<file path="src/rtl/lsu_queue_if.sv">
// lsu_queue_if: request, data-memory and response channels of the load/store queue.
// The slave modport is the queue itself; the master modport is its environment
// (XM stage, data memory and MW stage seen together).
interface lsu_queue_if #(
  parameter int DATA_W = 32,
  parameter int ADDR_W = 32,
  parameter int RD_W   = 5
);
  // XM stage -> queue
  logic              req_valid_i;
  logic              req_wen_i;
  logic              req_byte_i;
  logic [ADDR_W-1:0] req_addr_i;
  logic [DATA_W-1:0] req_wdata_i;
  logic [RD_W-1:0]   req_rd_i;
  logic              req_ready_o;

  // queue -> data memory request
  logic              mem_valid_o;
  logic              mem_wen_o;
  logic              mem_byte_o;
  logic [ADDR_W-1:0] mem_addr_o;
  logic [DATA_W-1:0] mem_wdata_o;
  logic              mem_yumi_i;

  // data memory -> queue response
  logic              mem_rvalid_i;
  logic [DATA_W-1:0] mem_rdata_i;
  logic              mem_ryumi_o;

  // queue -> MW stage
  logic              resp_valid_o;
  logic              resp_is_load_o;
  logic [RD_W-1:0]   resp_rd_o;
  logic [DATA_W-1:0] resp_data_o;
  logic              resp_yumi_i;

  modport slave (
    input  req_valid_i, req_wen_i, req_byte_i, req_addr_i, req_wdata_i, req_rd_i,
    output req_ready_o,
    output mem_valid_o, mem_wen_o, mem_byte_o, mem_addr_o, mem_wdata_o,
    input  mem_yumi_i,
    input  mem_rvalid_i, mem_rdata_i,
    output mem_ryumi_o,
    output resp_valid_o, resp_is_load_o, resp_rd_o, resp_data_o,
    input  resp_yumi_i
  );

  modport master (
    output req_valid_i, req_wen_i, req_byte_i, req_addr_i, req_wdata_i, req_rd_i,
    input  req_ready_o,
    input  mem_valid_o, mem_wen_o, mem_byte_o, mem_addr_o, mem_wdata_o,
    output mem_yumi_i,
    output mem_rvalid_i, mem_rdata_i,
    input  mem_ryumi_o,
    input  resp_valid_o, resp_is_load_o, resp_rd_o, resp_data_o,
    output resp_yumi_i
  );
endinterface

</file>
<file path="src/rtl/lsu_queue.sv">
// lsu_queue: in-order load/store queue between the XM stage and data memory.
// Up to DEPTH ops in flight; valid/yumi handshakes on both memory channels;
// completed ops are handed to MW through a one-entry response register.
// Optional feature: define LSU_TIMEOUT_EN to enable the response watchdog
// (timeout_o); without it timeout_o is tied low.
module lsu_queue #(
  parameter int DATA_W      = 32,
  parameter int ADDR_W      = 32,
  parameter int RD_W        = 5,
  parameter int DEPTH       = 4,
  parameter int TIMEOUT_CYC = 1024
) (
  input  logic       clk,
  input  logic       reset,
  lsu_queue_if.slave bus,
  output logic       busy_o,
  output logic       err_o,
  output logic       timeout_o
);

  localparam int IDX_W = $clog2(DEPTH);
  localparam int PTR_W = IDX_W + 1;   // MSB is the wrap bit

  typedef struct packed {
    logic              wen;
    logic              byte_op;
    logic [ADDR_W-1:0] addr;
    logic [DATA_W-1:0] wdata;
    logic [RD_W-1:0]   rd;
  } entry_t;

  entry_t            entries [DEPTH];
  logic [PTR_W-1:0]  wr_ptr, iss_ptr, ret_ptr;
  logic [PTR_W-1:0]  count;
  logic              outstanding;
  logic              do_accept, do_issue, do_retire;
  entry_t            iss_entry, ret_entry;
  logic [DATA_W-1:0] ret_data;

  logic              resp_valid_q;
  logic              resp_is_load_q;
  logic [RD_W-1:0]   resp_rd_q;
  logic [DATA_W-1:0] resp_data_q;
  logic              err_q;

  // Handshake decode and queue status, all from registered pointers.
  always_comb begin
    // NOTE: every output of a combinational block gets a default first so no path leaves it unassigned (no latch).
    count       = wr_ptr - ret_ptr;
    outstanding = (ret_ptr != iss_ptr);
    iss_entry   = entries[iss_ptr[IDX_W-1:0]];
    ret_entry   = entries[ret_ptr[IDX_W-1:0]];

    bus.req_ready_o = (count != PTR_W'(DEPTH));
    bus.mem_valid_o = (iss_ptr != wr_ptr);
    bus.mem_wen_o   = iss_entry.wen;
    bus.mem_byte_o  = iss_entry.byte_op;
    bus.mem_addr_o  = iss_entry.addr;
    bus.mem_wdata_o = iss_entry.wdata;
    bus.mem_ryumi_o = bus.mem_rvalid_i & outstanding & (~resp_valid_q | bus.resp_yumi_i);

    do_accept = bus.req_valid_i & bus.req_ready_o;
    do_issue  = bus.mem_valid_o & bus.mem_yumi_i;
    do_retire = bus.mem_ryumi_o;

    // Loads return the word or the zero-extended low byte; stores return 0.
    ret_data = '0;
    if (!ret_entry.wen) begin
      ret_data = ret_entry.byte_op ? {{(DATA_W-8){1'b0}}, bus.mem_rdata_i[7:0]}
                                   : bus.mem_rdata_i;
    end
  end

  // Queue pointers: alloc, issue and retire may all advance in one cycle.
  always_ff @(posedge clk or posedge reset) begin
    // NOTE: state registers use non-blocking assignments so every flop samples pre-edge values.
    if (reset) begin
      wr_ptr  <= '0;
      iss_ptr <= '0;
      ret_ptr <= '0;
    end else begin
      if (do_accept) wr_ptr  <= wr_ptr  + PTR_W'(1);
      if (do_issue)  iss_ptr <= iss_ptr + PTR_W'(1);
      if (do_retire) ret_ptr <= ret_ptr + PTR_W'(1);
    end
  end

  // Entry storage, written on accept.
  always_ff @(posedge clk) begin
    // NOTE: the entry array has no reset; a slot is only read between valid pointers, after it was written.
    if (do_accept) begin
      entries[wr_ptr[IDX_W-1:0]] <= '{wen:     bus.req_wen_i,
                                      byte_op: bus.req_byte_i,
                                      addr:    bus.req_addr_i,
                                      wdata:   bus.req_wdata_i,
                                      rd:      bus.req_rd_i};
    end
  end

  // Response register: loaded on retire, cleared when MW takes it.
  always_ff @(posedge clk or posedge reset) begin
    if (reset) begin
      resp_valid_q   <= 1'b0;
      resp_is_load_q <= 1'b0;
      resp_rd_q      <= '0;
      resp_data_q    <= '0;
    end else if (do_retire) begin
      resp_valid_q   <= 1'b1;
      resp_is_load_q <= ~ret_entry.wen;
      resp_rd_q      <= ret_entry.rd;
      resp_data_q    <= ret_data;
    end else if (bus.resp_yumi_i) begin
      resp_valid_q   <= 1'b0;
    end
  end

  // Sticky error: a memory response arrived with nothing outstanding.
  always_ff @(posedge clk or posedge reset) begin
    if (reset)                                 err_q <= 1'b0;
    else if (bus.mem_rvalid_i && !outstanding) err_q <= 1'b1;
  end

`ifdef LSU_TIMEOUT_EN
  localparam int TMO_W = $clog2(TIMEOUT_CYC + 1);

  logic [TMO_W-1:0] tmo_cnt;
  logic             timeout_q;

  // Watchdog: counts cycles with ops outstanding, restarted by each retire.
  always_ff @(posedge clk or posedge reset) begin
    if (reset) begin
      tmo_cnt   <= '0;
      timeout_q <= 1'b0;
    end else begin
      if (do_retire)
        tmo_cnt <= '0;
      else if (outstanding && (tmo_cnt != TMO_W'(TIMEOUT_CYC)))
        tmo_cnt <= tmo_cnt + TMO_W'(1);
      if (tmo_cnt == TMO_W'(TIMEOUT_CYC))
        timeout_q <= 1'b1;
    end
  end

  assign timeout_o = timeout_q;
`else
  assign timeout_o = 1'b0;
`endif

  assign bus.resp_valid_o   = resp_valid_q;
  assign bus.resp_is_load_o = resp_is_load_q;
  assign bus.resp_rd_o      = resp_rd_q;
  assign bus.resp_data_o    = resp_data_q;
  assign busy_o             = (count != '0) | resp_valid_q;
  assign err_o              = err_q;

endmodule

</file>
<file path="src/flat_wrapper.sv">
// flat-port wrapper written by rule: the top's interface ports become plain ports
module lsu_queue_flat 
#(
  parameter int DATA_W      = 32,
  parameter int ADDR_W      = 32,
  parameter int RD_W        = 5,
  parameter int DEPTH       = 4,
  parameter int TIMEOUT_CYC = 1024
)
  (clk, reset, busy_o, err_o, timeout_o, bus_req_valid_i, bus_req_wen_i, bus_req_byte_i, bus_req_addr_i, bus_req_wdata_i, bus_req_rd_i, bus_req_ready_o, bus_mem_valid_o, bus_mem_wen_o, bus_mem_byte_o, bus_mem_addr_o, bus_mem_wdata_o, bus_mem_yumi_i, bus_mem_rvalid_i, bus_mem_rdata_i, bus_mem_ryumi_o, bus_resp_valid_o, bus_resp_is_load_o, bus_resp_rd_o, bus_resp_data_o, bus_resp_yumi_i);
  lsu_queue_if #(.DATA_W(DATA_W), .ADDR_W(ADDR_W), .RD_W(RD_W)) bus_i ();
  input  logic clk;
  input  logic reset;
  output logic busy_o;
  output logic err_o;
  output logic timeout_o;
  input wire logic [$bits(bus_i.req_valid_i)-1:0] bus_req_valid_i;
  input wire logic [$bits(bus_i.req_wen_i)-1:0] bus_req_wen_i;
  input wire logic [$bits(bus_i.req_byte_i)-1:0] bus_req_byte_i;
  input wire logic [$bits(bus_i.req_addr_i)-1:0] bus_req_addr_i;
  input wire logic [$bits(bus_i.req_wdata_i)-1:0] bus_req_wdata_i;
  input wire logic [$bits(bus_i.req_rd_i)-1:0] bus_req_rd_i;
  output wire logic [$bits(bus_i.req_ready_o)-1:0] bus_req_ready_o;
  output wire logic [$bits(bus_i.mem_valid_o)-1:0] bus_mem_valid_o;
  output wire logic [$bits(bus_i.mem_wen_o)-1:0] bus_mem_wen_o;
  output wire logic [$bits(bus_i.mem_byte_o)-1:0] bus_mem_byte_o;
  output wire logic [$bits(bus_i.mem_addr_o)-1:0] bus_mem_addr_o;
  output wire logic [$bits(bus_i.mem_wdata_o)-1:0] bus_mem_wdata_o;
  input wire logic [$bits(bus_i.mem_yumi_i)-1:0] bus_mem_yumi_i;
  input wire logic [$bits(bus_i.mem_rvalid_i)-1:0] bus_mem_rvalid_i;
  input wire logic [$bits(bus_i.mem_rdata_i)-1:0] bus_mem_rdata_i;
  output wire logic [$bits(bus_i.mem_ryumi_o)-1:0] bus_mem_ryumi_o;
  output wire logic [$bits(bus_i.resp_valid_o)-1:0] bus_resp_valid_o;
  output wire logic [$bits(bus_i.resp_is_load_o)-1:0] bus_resp_is_load_o;
  output wire logic [$bits(bus_i.resp_rd_o)-1:0] bus_resp_rd_o;
  output wire logic [$bits(bus_i.resp_data_o)-1:0] bus_resp_data_o;
  input wire logic [$bits(bus_i.resp_yumi_i)-1:0] bus_resp_yumi_i;
  assign bus_i.req_valid_i = bus_req_valid_i;
  assign bus_i.req_wen_i = bus_req_wen_i;
  assign bus_i.req_byte_i = bus_req_byte_i;
  assign bus_i.req_addr_i = bus_req_addr_i;
  assign bus_i.req_wdata_i = bus_req_wdata_i;
  assign bus_i.req_rd_i = bus_req_rd_i;
  assign bus_req_ready_o = bus_i.req_ready_o;
  assign bus_mem_valid_o = bus_i.mem_valid_o;
  assign bus_mem_wen_o = bus_i.mem_wen_o;
  assign bus_mem_byte_o = bus_i.mem_byte_o;
  assign bus_mem_addr_o = bus_i.mem_addr_o;
  assign bus_mem_wdata_o = bus_i.mem_wdata_o;
  assign bus_i.mem_yumi_i = bus_mem_yumi_i;
  assign bus_i.mem_rvalid_i = bus_mem_rvalid_i;
  assign bus_i.mem_rdata_i = bus_mem_rdata_i;
  assign bus_mem_ryumi_o = bus_i.mem_ryumi_o;
  assign bus_resp_valid_o = bus_i.resp_valid_o;
  assign bus_resp_is_load_o = bus_i.resp_is_load_o;
  assign bus_resp_rd_o = bus_i.resp_rd_o;
  assign bus_resp_data_o = bus_i.resp_data_o;
  assign bus_i.resp_yumi_i = bus_resp_yumi_i;
  lsu_queue #(.DATA_W(DATA_W), .ADDR_W(ADDR_W), .RD_W(RD_W), .DEPTH(DEPTH), .TIMEOUT_CYC(TIMEOUT_CYC)) u_core (.clk(clk), .reset(reset), .bus(bus_i), .busy_o(busy_o), .err_o(err_o), .timeout_o(timeout_o));
endmodule
</file>
<file path="config.mk">
export PLATFORM = sky130hd
export DESIGN_NAME = lsu_queue_flat
export DESIGN_NICKNAME = d
export VERILOG_FILES = /design/src/rtl/lsu_queue_if.sv /design/src/rtl/lsu_queue.sv /design/src/flat_wrapper.sv
export SDC_FILE = /design/constraint.sdc
export NUM_CORES = 1
export LEC_CHECK = 0
export CORE_MARGIN = 2
export CORE_UTILIZATION = 50
export CTS_BUF_LIST = sky130_fd_sc_hd__clkbuf_4 sky130_fd_sc_hd__clkbuf_8
export CTS_CLUSTER_DIAMETER = 60
export DETAILED_ROUTE_END_ITERATION = 8
export PLACE_DENSITY = 0.86
export SLEW_MARGIN = 20
export SYNTH_ARGS = -nofsm -noshare
export SYNTH_HDL_FRONTEND = slang
export SYNTH_SLANG_ARGS = --single-unit
export TNS_END_PERCENT = 5
</file>
<file path="constraint.sdc">
create_clock -name clk -period 12.1 [get_ports clk]
set_input_delay 1.815 -clock clk [delete_from_list [all_inputs] [get_ports clk]]
set_output_delay 1.815 -clock clk [all_outputs]
set_load 0.01 [all_outputs]
</file>
==> qor.yml <==
die_height_microns: 162
p_leak_nw: 5.51
synth_area_sq_um: 12500
post_cts_resize_count: 0
ys_ff_latch: 333
seq_area_frac_synth_pct: 78.3
r2r-start: "u_core.ret_ptr[1]$_DFFE_PP0P_"
synthesis.nets: 721
share_clk_of_total_power_pct: 23.1
setup_slack_ps: 6520
ys_warn_count: 0
cts_setup_buffers: 0
insertedDiodeCount: 0
clock-sinks: 333
switching_share_pct: 30.3
routed_via_density: 5.32
fmax_mhz: 179
die_area_sq_um: 26200
internal_power_w: 0.00280
cap_violations: 0
place_ws_ps: 6530
fin_crit_ps: 5580
outcome: "finished, final reports clean"
drtIter0Drc: 460
multi_input_area_sq_um: 2560
skew_ps: 26.4
period_share_pct: 46.2
relSlewSlack_pct: 27.8
start_util_pct: 51.1
drv_slew: 0
grt_pass1_wl_microns: 37600
yosysTopAreaCell: "edfxtp_1"
io_buffers: 218
fin_cells: 1218
antenna_found_initial: 0
dp_hpwl_microns: 15200
grt_max_degree: 74
synth_top_area_share_pct: 68.4
synth.area.top_cells: "edfxtp_1 68%, mux4_2 13%, dfrtp_1 9.8%, nand2_1 2.6%, o21ai_0 1.1%"
path_class: "input port to output pin"
ctsHtreeMaxLevel: 2
die_x_microns: 162
grt_util_all_layers_pct: 18.8
nets: 969
row_count: 57
clk_pin_slew_worst_paths_ps: 60
peakVddDrop_mv: 0.173
crit_arrival_ps: 3770
via_count: 6474
io_pins: 220
wl_per_cell_microns: 20.1
crit_path_start: "bus_resp_yumi_i"
cp-start-kind: "input port"
p_comb_share_pct: 33.2
fp.coreArea_sq_um: 24400
ant_nets: 0
final_common_cell: "edfxtp_1"
power_density_nw_per_um2: 250
timing.reg2reg.setup_slack_ps: 8640
drc_errors: 0
drt_pass1_iterations: 4
crit_fanout: 73
register_area_sq_um: 9760
ctsRootBufferMaster: "clkbuf_8"
cp-end-kind: "output pin"
finalSetupViolCount: 0
synth.distinct_cells: 29
synthToLayoutAreaGrowth_pct: 28.6
p_seq_share_pct: 43.7
final_cell_mix: "284 x edfxtp_1, 218 x clkdlybuf4s50_1, 85 x nand2_1"
p_sw_w: 0.00121
gp_congestion: 0.787
synthCells: 604
syn_avg_cell_area_sq_um: 20.6
fillers: 1624
required_ps: 10280
rsz0062_at_grt: "false"
hold_violations: 0
worst-slew-pin-transition_ps: 1080
clock_latency_ps: 560
tns_ps: 0
hold_path_class: "register to register"
grt-ovfl-total: 0
cts_tree: "built"
cts_buffers: 50
routed_wl_microns: 24500
cts_hold_buf: 0
first_global_vias: 6895
cts_max_path_buffers: 3
placedCellCount: 1124
hp-start: "u_core.bus.resp_rd_o[3]$_DFFE_PP0P_"
drive_gt1_share_pct: 19.9
-- cells by family after synthesis --
logic type | synth area share (%)
xor+xnor | 0.984
compound gates | 1.78
fa+ha+maj | 0.803
flops | 78.3
simple gates | 3.11
mux | 13.6
other cells | 0.0301
buf+inv | 1.39
-- flip-flops by register name (all words and copies together), names as in the netlist --
name / count
u_core.wr_ptr: 3
u_core.err_o: 1
u_core.iss_ptr: 3
u_core.bus.resp_valid_o: 1
u_core.bus.resp_data_o: 32
u_core.ret_ptr: 3
u_core.bus.resp_rd_o: 5
u_core.entries: 284
u_core.bus.resp_is_load_o: 1
-- per-layer routing --
layer	global-route usage, %	share of wire (%)	vias up
met1	23.7	40	3284
li1	-	-	2899
met5	0	0	-
met2	30.9	48	251
met3	6.61	9.4	40
met4	5.79	1.7	0
-- worst paths after layout --
path                                                                to  depth (start not counted)
min in group asynchronous       u_core.bus.resp_data_o[16]$_DFFE_PP0P_                          2
worst min-delay path               u_core.bus.resp_rd_o[3]$_DFFE_PP0P_                          2
worst min register to register     u_core.bus.resp_rd_o[3]$_DFFE_PP0P_                          2
max in group asynchronous                u_core.iss_ptr[1]$_DFFE_PP0P_                          2
worst max-delay path                                   bus_mem_ryumi_o                          6
worst max register to register         u_core.entries[0][64]$_DFFE_PP_                          7
-- Yosys cell counts (all sizes together) --
library cell,instances
nand3,3
o311ai,1
nand2b,1
or3,1
clkbuf,9
nand2,85
ha,8
o21ai,35
mux4,73
and2,3
mux2i,2
mux2,3
a31oi,2
nor2b,1
a21o,1
nor3,1
inv,7
edfxtp,284
xnor2,10
xor2,4
conb,1
nor2,1
buf,19
dfrtp,49
-- stage by stage --
step	area (sq um)	hold WS [ps]	power (W)	util [%]
after global placement	15000	459	0.00309	61.4
after floorplan	12500	493	0.00248	-
after CTS	16000	478	0.00407	65.7
after detailed placement	15000	462	0.00313	61.4
after global routing	16000	495	0.00422	65.7
final	16000	471	0.00401	65.7
-- worst max-delay path, stage by stage --
cell,delay [ps]
clkdlybuf4s50_1,400
nand2b_1,190
o311ai_4,90
buf_4,550
inv_2,170
clkdlybuf4s50_1,540
-- power by group through the flow --
stage	clock network, W	registers [W]	logic, W
2_1_floorplan	0	0.00168	0.000800
5_1_grt	0.00100	0.00178	0.00143
3_3_place_gp	0	0.00176	0.00133
6_report	0.000926	0.00175	0.00133
3_5_place_dp	0	0.00178	0.00135
4_1_cts	0.000952	0.00176	0.00135
-- area by class of cell --
cell class	instances	area share, %
flip-flops and latches	333	60.9
inverters	7	0.172
multi-input cells	236	16.0
well taps	324	2.53
clock buffers	69	5.42
clock inverters	25	1.11
repair buffers	224	13.9
(Power assumes the default switching activity.)
